File: config.mk
export PLATFORM = sky130hd
export DESIGN_NAME = seq_mult_ctrl_flat
export DESIGN_NICKNAME = d
export VERILOG_FILES = /design/src/rtl/seq_mult_ctrl_if.sv /design/src/rtl/seq_mult_ctrl.sv /design/src/flat_wrapper.sv
export SDC_FILE = /design/constraint.sdc
export NUM_CORES = 1
export LEC_CHECK = 0
export ABC_AREA = 1
export CORE_ASPECT_RATIO = 0.5
export CORE_MARGIN = 1
export CORE_UTILIZATION = 43
export DETAILED_ROUTE_END_ITERATION = 12
export HOLD_SLACK_MARGIN = 0.02
export PLACE_DENSITY = 0.78
export SLEW_MARGIN = 20
export SYNTH_ARGS = -nofsm -noshare
export SYNTH_HDL_FRONTEND = slang
export SYNTH_SLANG_ARGS = --single-unit
File: constraint.sdc
create_clock -name clk -period 1.4 [get_ports clk]
set_input_delay 0.14 -clock clk [delete_from_list [all_inputs] [get_ports clk]]
set_output_delay 0.14 -clock clk [all_outputs]
set_load 0.02 [all_outputs]
File: src/rtl/seq_mult_ctrl_if.sv
// Handshake and data bundle for the sequential multiplier: operand request
// side (start/sgn/da/db/in_ready) and product delivery side
// (p/out_valid/out_ready).
interface seq_mult_ctrl_if #(
    parameter int WIDTH = 4
);
    logic                   start;
    logic                   sgn;
    logic [WIDTH-1:0]       da;
    logic [WIDTH-1:0]       db;
    logic                   in_ready;
    logic                   out_valid;
    logic                   out_ready;
    logic [2*WIDTH-1:0]     p;

    // Operand source and product consumer
    modport master (
        output start, sgn, da, db, out_ready,
        input  in_ready, out_valid, p
    );

    // Multiplier
    modport slave (
        input  start, sgn, da, db, out_ready,
        output in_ready, out_valid, p
    );
endinterface

File: src/rtl/seq_mult_ctrl.sv
// Shift-add sequential multiplier with its own controller.
// One request is accepted in IDLE, WIDTH add/shift iterations follow, the
// sign is applied in a single fix-up cycle, and the product is held in a
// register until the consumer takes it. Signed mode multiplies magnitudes
// and negates the 2*WIDTH-bit result when the operand signs differ.
module seq_mult_ctrl #(
    parameter int WIDTH = 4
) (
    input  logic              clk,
    input  logic              clr_n,
    seq_mult_ctrl_if.slave    bus
);
    localparam int CW = $clog2(WIDTH + 1);

    typedef enum logic [1:0] {
        S_IDLE,
        S_RUN,
        S_FIX,
        S_DONE
    } state_t;

    state_t                 r_state;
    state_t                 w_next;

    logic [WIDTH-1:0]       r_a;
    logic [WIDTH-1:0]       r_b;
    logic [2*WIDTH-1:0]     r_acc;
    logic [2*WIDTH-1:0]     r_p;
    logic [CW-1:0]          r_cnt;
    logic                   r_neg;
    logic                   r_valid;

    logic [WIDTH-1:0]       w_mag_a;
    logic [WIDTH-1:0]       w_mag_b;
    logic [WIDTH:0]         w_sum;
    logic                   w_last;

    // Operand magnitudes; -2^(WIDTH-1) negates to itself, which read as
    // unsigned is exactly its magnitude, so no extra bit is needed.
    always_comb begin
        w_mag_a = bus.da;
        w_mag_b = bus.db;
        if (bus.sgn && bus.da[WIDTH-1]) w_mag_a = -bus.da;
        if (bus.sgn && bus.db[WIDTH-1]) w_mag_b = -bus.db;
    end

    assign w_sum  = {1'b0, r_acc[2*WIDTH-1:WIDTH]} + (r_b[0] ? {1'b0, r_a} : '0);
    assign w_last = (r_cnt == CW'(WIDTH - 1));

    // State register
    always_ff @(posedge clk or negedge clr_n) begin
        if (!clr_n) r_state <= S_IDLE;
        else        r_state <= w_next;
    end

    // Next-state decode: fixed-length run, single fix-up, hold until taken
    always_comb begin
        w_next = r_state;
        case (r_state)
            S_IDLE:  if (bus.start)     w_next = S_RUN;
            S_RUN:   if (w_last)        w_next = S_FIX;
            S_FIX:                      w_next = S_DONE;
            S_DONE:  if (bus.out_ready) w_next = S_IDLE;
            default:                    w_next = S_IDLE;
        endcase
    end

    // Datapath: operand capture, add/shift iterations, sign fix-up, result hold
    always_ff @(posedge clk or negedge clr_n) begin
        if (!clr_n) begin
            r_a     <= '0;
            r_b     <= '0;
            r_acc   <= '0;
            r_cnt   <= '0;
            r_neg   <= 1'b0;
            r_p     <= '0;
            r_valid <= 1'b0;
        end else begin
            case (r_state)
                S_IDLE: begin
                    if (bus.start) begin
                        r_a   <= w_mag_a;
                        r_b   <= w_mag_b;
                        r_neg <= bus.sgn & (bus.da[WIDTH-1] ^ bus.db[WIDTH-1]);
                        r_acc <= '0;
                        r_cnt <= '0;
                    end
                end
                S_RUN: begin
                    // carry of the partial sum enters the accumulator MSB
                    r_acc <= {w_sum, r_acc[WIDTH-1:1]};
                    r_b   <= r_b >> 1;
                    r_cnt <= r_cnt + CW'(1);
                end
                S_FIX: begin
                    r_p     <= r_neg ? -r_acc : r_acc;
                    r_valid <= 1'b1;
                end
                S_DONE: begin
                    if (bus.out_ready) r_valid <= 1'b0;
                end
                default: ;
            endcase
        end
    end

    assign bus.in_ready  = (r_state == S_IDLE);
    assign bus.out_valid = r_valid;
    assign bus.p         = r_p;
endmodule
File: src/flat_wrapper.sv
// flat-port wrapper written by rule: the top's interface ports become plain ports
module seq_mult_ctrl_flat 
#(
    parameter int WIDTH = 4
)
  (clk, clr_n, bus_start, bus_sgn, bus_da, bus_db, bus_out_ready, bus_in_ready, bus_out_valid, bus_p);
  seq_mult_ctrl_if #(.WIDTH(WIDTH)) bus_i ();
  input  logic clk;
  input  logic clr_n;
  input wire logic [$bits(bus_i.start)-1:0] bus_start;
  input wire logic [$bits(bus_i.sgn)-1:0] bus_sgn;
  input wire logic [$bits(bus_i.da)-1:0] bus_da;
  input wire logic [$bits(bus_i.db)-1:0] bus_db;
  input wire logic [$bits(bus_i.out_ready)-1:0] bus_out_ready;
  output wire logic [$bits(bus_i.in_ready)-1:0] bus_in_ready;
  output wire logic [$bits(bus_i.out_valid)-1:0] bus_out_valid;
  output wire logic [$bits(bus_i.p)-1:0] bus_p;
  assign bus_i.start = bus_start;
  assign bus_i.sgn = bus_sgn;
  assign bus_i.da = bus_da;
  assign bus_i.db = bus_db;
  assign bus_i.out_ready = bus_out_ready;
  assign bus_in_ready = bus_i.in_ready;
  assign bus_out_valid = bus_i.out_valid;
  assign bus_p = bus_i.p;
  seq_mult_ctrl #(.WIDTH(WIDTH)) u_core (.clk(clk), .clr_n(clr_n), .bus(bus_i));
endmodule
==> Word level (Yosys, flattened, before mapping) <==
Index checks and enable logic that the tools add are counted.
{ "totals": {"register_bits": 31, "inputBits": 13, "output_inout_bits": 10, "wordCells": 47} }
{ "classes": {"n_addsub": 5, "n_eq_ne": 7, "muxes": 16, "bitwise_logic": 2, "n_reduce_logical": 9} }
{ "op_table": {"columns": ["op", "count"], "rows": [
  ["$mux 4", 4],
  ["$mux 8", 2],
  ["$pmux 8 s2", 1],
  ["$neg 4->4", 2],
  ["$neg 8->8", 1],
  ["$pmux 2 s4", 1],
  ["$pmux 4 s2", 1],
  ["$mux 2", 3],
  ["$pmux 3 s2", 1],
  ["$reduce_and 2->1", 3],
  ["$add 4x5->5", 1],
  ["$eq 2x2->1 const B", 2],
  ["$ne 2x2->1 const B", 2],
  ["$reduce_bool 2->1", 2],
  ["$add 3x1->3 const B", 1],
  ["$eq 3x2->1 const B", 1],
  ["$mux 3", 1],
  ["$reduce_and 3->1", 1],
  ["$eq 2x1->1 const B", 1],
  ["$logic_and 1x1->1", 2],
  ["$logic_not 2->1", 1],
  ["$ne 2x1->1 const B", 1],
  ["$pmux 1 s2", 1],
  ["$and 1x1->1", 1],
  ["2 further kinds", 2]
]} }

==> Logic depth before layout (Yosys ltp) <==
{ "logic_depth": {"word_depth": 4, "ltp_mapped": 8, "ltp_nobuf": 8} }

==> Worst setup path before layout <==
Ideal clock, no wire load.
{ "synth_path": {"kind": "register to register", "start": "register u_core.r_state[0]", "end": "register u_core.r_cnt[1]", "setup_ns": 0.121, "arrival_time_ns": 1.445, "required_time_ns": 1.279, "path_slack_ns": -0.166, "path_stages_with_launch": 7, "n_path_buf": 0, "period_less_slack_ns": 1.566, "cell_sequence": "dfrtp_1 > inv_1 > ha_1 > nand2_1 > nand2_2 > inv_1 > a22o_2"} }
{ "synth_via": {"elab_chain_len": 3, "word_cells_on_any_way": 6, "classes_between": "2 x eq/ne; 1 x mux; 3 x reduce/logical"} }
{ "synth_lines": {"columns": ["item", "line", "source"], "rows": [
  ["from (decl)", "seq_mult_ctrl.sv:22", "state_t r_state;"],
  ["from (signal assigned)", "seq_mult_ctrl.sv:53", "else r_state <= w_next;"],
  ["$logic_not 2->1 *", null, null],
  ["via bus_in_ready", "flat_wrapper.sv:15", "output wire logic [$bits(bus_i.in_ready)-1:0] bus_in_ready;"],
  ["$ne 2x2->1 (no source line) / $reduce_bool 2->1 (equally long branches)", null, null],
  ["$reduce_and 2->1 (no source line)", null, null],
  ["to (signal assigned)", "seq_mult_ctrl.sv:93", "r_cnt <= r_cnt + CW'(1);"],
  ["to (decl)", "seq_mult_ctrl.sv:29", "logic [CW-1:0] r_cnt;"]
]} }
The timed path passes the listed nets; every way through them passes the cells marked *.
A chain may end at the register's enable or synchronous reset.

==> Final worst setup path <==
{ "layout_path": {"start": "register u_core.r_b[0]", "end": "register u_core.r_acc[5]"} }
{ "layout_via": {"elab_chain_len": 3} }
{ "layout_lines": {"columns": ["item", "line", "source"], "rows": [
  ["from (decl)", "seq_mult_ctrl.sv:26", "logic [WIDTH-1:0] r_b;"],
  ["from (signal assigned)", "seq_mult_ctrl.sv:83", "r_b <= w_mag_b;"],
  ["from (signal assigned)", "seq_mult_ctrl.sv:92", "r_b <= r_b >> 1;"],
  ["$mux 4", "seq_mult_ctrl.sv:47", "assign w_sum = {1'b0, r_acc[2*WIDTH-1:WIDTH]} + (r_b[0] ? {1'b0, r_a} : '0);"],
  ["$add 4x5->5", "seq_mult_ctrl.sv:47", null],
  ["$pmux 8 s2", "seq_mult_ctrl.sv:79", "case (r_state)"],
  ["to (signal assigned)", "seq_mult_ctrl.sv:91", "r_acc <= {w_sum, r_acc[WIDTH-1:1]};"],
  ["to (decl)", "seq_mult_ctrl.sv:27", "logic [2*WIDTH-1:0] r_acc;"]
]} }
Every way passes these cells.

==> insert_results.sql <==
INSERT INTO impl_metrics (metric_group, metric, value, unit) VALUES
('synth', 'synth.distinct_cells', '24', ''),
('critical_path', 'timing.critical_path.cells', 'nand2_1 > inv_1 > ha_2 > inv_2 > fa_2 > xor2_1 > o22ai_1', ''),
('die', 'fp_rows', '15', ''),
('die', 'coreArea', '0.00364', 'mm2'),
('timing', 'timing_worst_slew_pin_value', '0.411', 'ns'),
('place', 'place.port_buffers', '22', ''),
('timing', 'fraction_of_the_cycle_the_final_worst_path_needs', '1.04', ''),
('timing', 'setup_viol', '5', ''),
('place', 'post-place-cells', '297', ''),
('clock_tree', 'numCtsBuffers', '5', ''),
('synth', 'post-synth-top-area-cell', 'sky130_fd_sc_hd__dfrtp_1', ''),
('routing', 'drt-wirelength-per-cell', '13.5', 'um'),
('place', 'gp_routability_congestion', '0.851', ''),
('routing', 'drt_wl_total', '4200', 'um'),
('pwr', 'vdd_ir_drop_max', '850', 'uV'),
('timing', 'final_hold_vios', '0', ''),
('die', 'die_extent_in_y', '46.8', 'um'),
('routing', 'drt_iter0_markers', '66', ''),
('critical_path', 'end_kind', 'flip-flop', ''),
('timing', 'final_max_slew_viol_count', '0', ''),
('critical_path', 'regToRegSetupSlack', '-0.05', 'ns'),
('grt', 'grt_start_max_net_pins', '32', ''),
('synth', 'syn-instance-count', '211', ''),
('cells_and_area', 'fin_nets', '288', ''),
('clock_tree', 'clkSlewWorstSetupHoldPaths', '0.07', 'ns'),
('critical_path', 'worstPathBufferInverterCount', '2', ''),
('critical_path', 'largest_delay_contributor_family_on_the_critical_path', 'adder cells', ''),
('clock_tree', 'clock-root-buffer', 'sky130_fd_sc_hd__clkbuf_8', ''),
('synth', 'fraction_of_the_yosys_area_taken_by_sequential_cells', '0.449', ''),
('critical_path', 'cp_slowest_cell', 'sky130_fd_sc_hd__dfrtp_1', ''),
('critical_path', 'required_time_of_the_critical_path', '1.60', 'ns'),
('synth', 'synth-warning-count', '0', ''),
('cells_and_area', 'drive_above_1_share', '0.203', ''),
('grt', 'track_usage', '0.190', ''),
('timing', 'skew', '0.00582', 'ns'),
('routing', 'dr.pass1.iters', '4', ''),
('clock_tree', 'cts_tree', 'yes', ''),
('synth', 'synth.top_cells.by_area', 'sky130_fd_sc_hd__dfrtp_1 45%, sky130_fd_sc_hd__nand2_1 12%, sky130_fd_sc_hd__ha_1 10%', ''),
('routing', 'detail_route.vias_per_cell', '5.02', ''),
('grt', 'grt_first_pass_wirelength', '6110', 'um'),
('synth', 'postSynthRegisterBits', '31', ''),
('timing', 'holdWs', '0.249', 'ns'),
('cells_and_area', 'syn_to_final_growth', '38.2', '%'),
('clock_tree', 'cts_buffer_depth', '2', ''),
('die', 'boundaryPins', '23', ''),
('routing', 'antenna_left', '0', ''),
('routing', 'post_route_drc', '0', ''),
('cells_and_area', 'n_antenna_cell', '0', ''),
('die', 'chipWidth', '91.7', 'um'),
('critical_path', 'critical_path.startpoint_type', 'flip-flop', ''),
('clock_tree', 'tritoncts_num_sinks', '31', ''),
('timing', 'max-slew-margin-rel', '0.726', ''),
('grt', 'first_global_vias', '1365', ''),
('synth', 'mappedNetlistNets', '239', ''),
('pwr', 'power_leakage', '1.29', 'nW'),
('clock_tree', 'clock_latency', '0.28', 'ns'),
('synth', 'postSynthAreaPerCell', '8.19', 'um2'),
('timing', 'fmax', '688', 'MHz'),
('cells_and_area', 'final_cell_mix', '54 x sky130_fd_sc_hd__nand2_1, 31 x sky130_fd_sc_hd__dfrtp_1, 26 x sky130_fd_sc_hd__inv_1, 17 x sky130_fd_sc_hd__buf_4, 16 x sky130_fd_sc_hd__o21ai_0', ''),
('cells_and_area', 'layout_commonest_cell', 'sky130_fd_sc_hd__nand2_1', ''),
('timing', 'rsz0062_at_grt', 'true', ''),
('status', 'failed_checks', 'negative setup slack', ''),
('synth', 'synth_area', '0.00173', 'mm2'),
('critical_path', 'cp_data_arrival_time', '1.65', 'ns'),
('status', 'status', 'finished with violations', ''),
('place', 'hpwlAfterDp', '2790', 'um'),
('critical_path', 'critPathMaxFanout', '4', ''),
('worst_hold_path', 'classification_of_the_worst_slack_hold_path', 'in -> async', ''),
('die', 'initial_core_util', '0.475', ''),
('routing', 'num_vias', '1566', ''),
('timing', 'final_worst_setup_slack', '-0.0534', 'ns'),
('clock_tree', 'htree_levels', '2', ''),
('cells_and_area', 'instances_no_fill', '312', ''),
('critical_path', 'worst-setup-path-type', 'reg -> reg', ''),
('synth', 'synth_top_area_frac', '0.449', ''),
('pwr', 'power_per_cell_area', '2170', 'mW/mm2'),
('timing', 'final_period_minus_worst_setup_slack', '1.45', 'ns'),
('flow_run', 'cap_violations', '0', ''),
('grt', 'gr-total-overflow', '0', ''),
('critical_path', 'slowest_delay', '0.40', 'ns'),
('grt', 'antenna_found_initial', '0', ''),
('die', 'die_area', '0.00429', 'mm2');
worst register-to-register path: cells and delay by family (launching register included):
family | cells | cell delay [ns]
adder cells (fa/ha/maj) | 2 | 0.53
flip-flops | 1 | 0.40
AND/OR/NAND/NOR | 1 | 0.06
buffers and inverters | 2 | 0.10
XOR/XNOR | 1 | 0.15
AO/OA/AOI/OAI | 1 | 0.13
kinds of logic after synthesis:
logic type | count (synthesis) | share of synthesized area
simple gates | 87 | 0.203
compound gates | 40 | 0.138
fa+ha+maj | 15 | 0.113
flops | 31 | 0.449
buf+inv | 34 | 0.0775
xor+xnor | 4 | 0.0203
through the flow:
stage | power [mW] | setup TNS, ns | instance area [um2] | util | setup WS, ns
after floorplan | 2.97 | 0 | 1740 | - | 0.0134
after detailed placement | 3.83 | -0.497 | 2130 | 0.584 | -0.125
final | 5.17 | -0.177 | 2390 | 0.656 | -0.0534
after global placement | 3.73 | -0.0193 | 2130 | 0.584 | -0.0114
after global routing | 5.56 | -0.631 | 2390 | 0.656 | -0.104
after CTS | 4.87 | -0.174 | 2290 | 0.628 | -0.0822
area by class of cell:
cell class,count,area (um2)
Tap cell,51,63.8
Inverter,31,120
Timing Repair inverter,1,5.00
Timing Repair Buffer,44,413
Multi-Input combinational cell,146,893
Clock buffer,6,82.6
Clock inverter,2,35.0
Fill cell,295,1250
Sequential cell,31,776
layer usage:
layer | up-vias | share of wire | routed length, um | track usage
met5 | - | 0 | 0 | 0
met3 | 11 | 0.038 | 161 | 0.0469
met1 | 733 | 0.46 | 1910 | 0.235
li1 | 781 | - | - | -
met4 | 0 | 0.018 | 74 | 0.0635
met2 | 41 | 0.49 | 2050 | 0.346
path summary, 6_finish.rpt:
| kind | from | end | cells after the start |
|---|---|---|---|
| worst max register to register | u_core.r_b[0] | u_core.r_acc[5] | 7 |
| min in group clk | bus_out_ready | u_core.bus.out_valid | 4 |
| worst min-delay path | clr_n | u_core.r_cnt[0] | 2 |
| max in group asynchronous | clr_n | u_core.r_state[0] | 2 |
| worst max-delay path | u_core.r_b[0] | u_core.r_acc[5] | 7 |
| worst min register to register | u_core.bus.p[2] | u_core.bus.p[2] | 2 |
flip-flops by register name, summed over array words and instances, names as in the netlist:
signal,cells
u_core.r_state,2
u_core.bus.out_valid,1
u_core.bus.p,8
u_core.r_neg,1
u_core.r_acc,8
u_core.r_cnt,3
u_core.r_a,4
u_core.r_b,4
cells in the mapped netlist, drive strengths merged:
library cell / instances
a21oi: 6
a22o: 1
a31oi: 2
buf: 3
clkinv: 1
dfrtp: 31
fa: 1
ha: 14
inv: 30
nand2: 57
nand3: 14
nor2: 15
nor3: 1
o211ai: 2
o21ai: 22
o22ai: 7
xnor2: 1
xor2: 3
where the power goes:
part           total, mW  switching (mW)  internal [mW]
logic               2.75            1.52           1.23
registers           1.51           0.250           1.26
clock network      0.918           0.343          0.576
repair_timing:
item                                    4_1_cts  5_1_grt
endpoints found under the setup margin       19       27
pin swaps                                     5       11
setup buffers                                 4        2
cloned                                        0        1
gates resized for setup                      12       23
hold buffers                                  0        0
(Power assumes the default switching activity.)
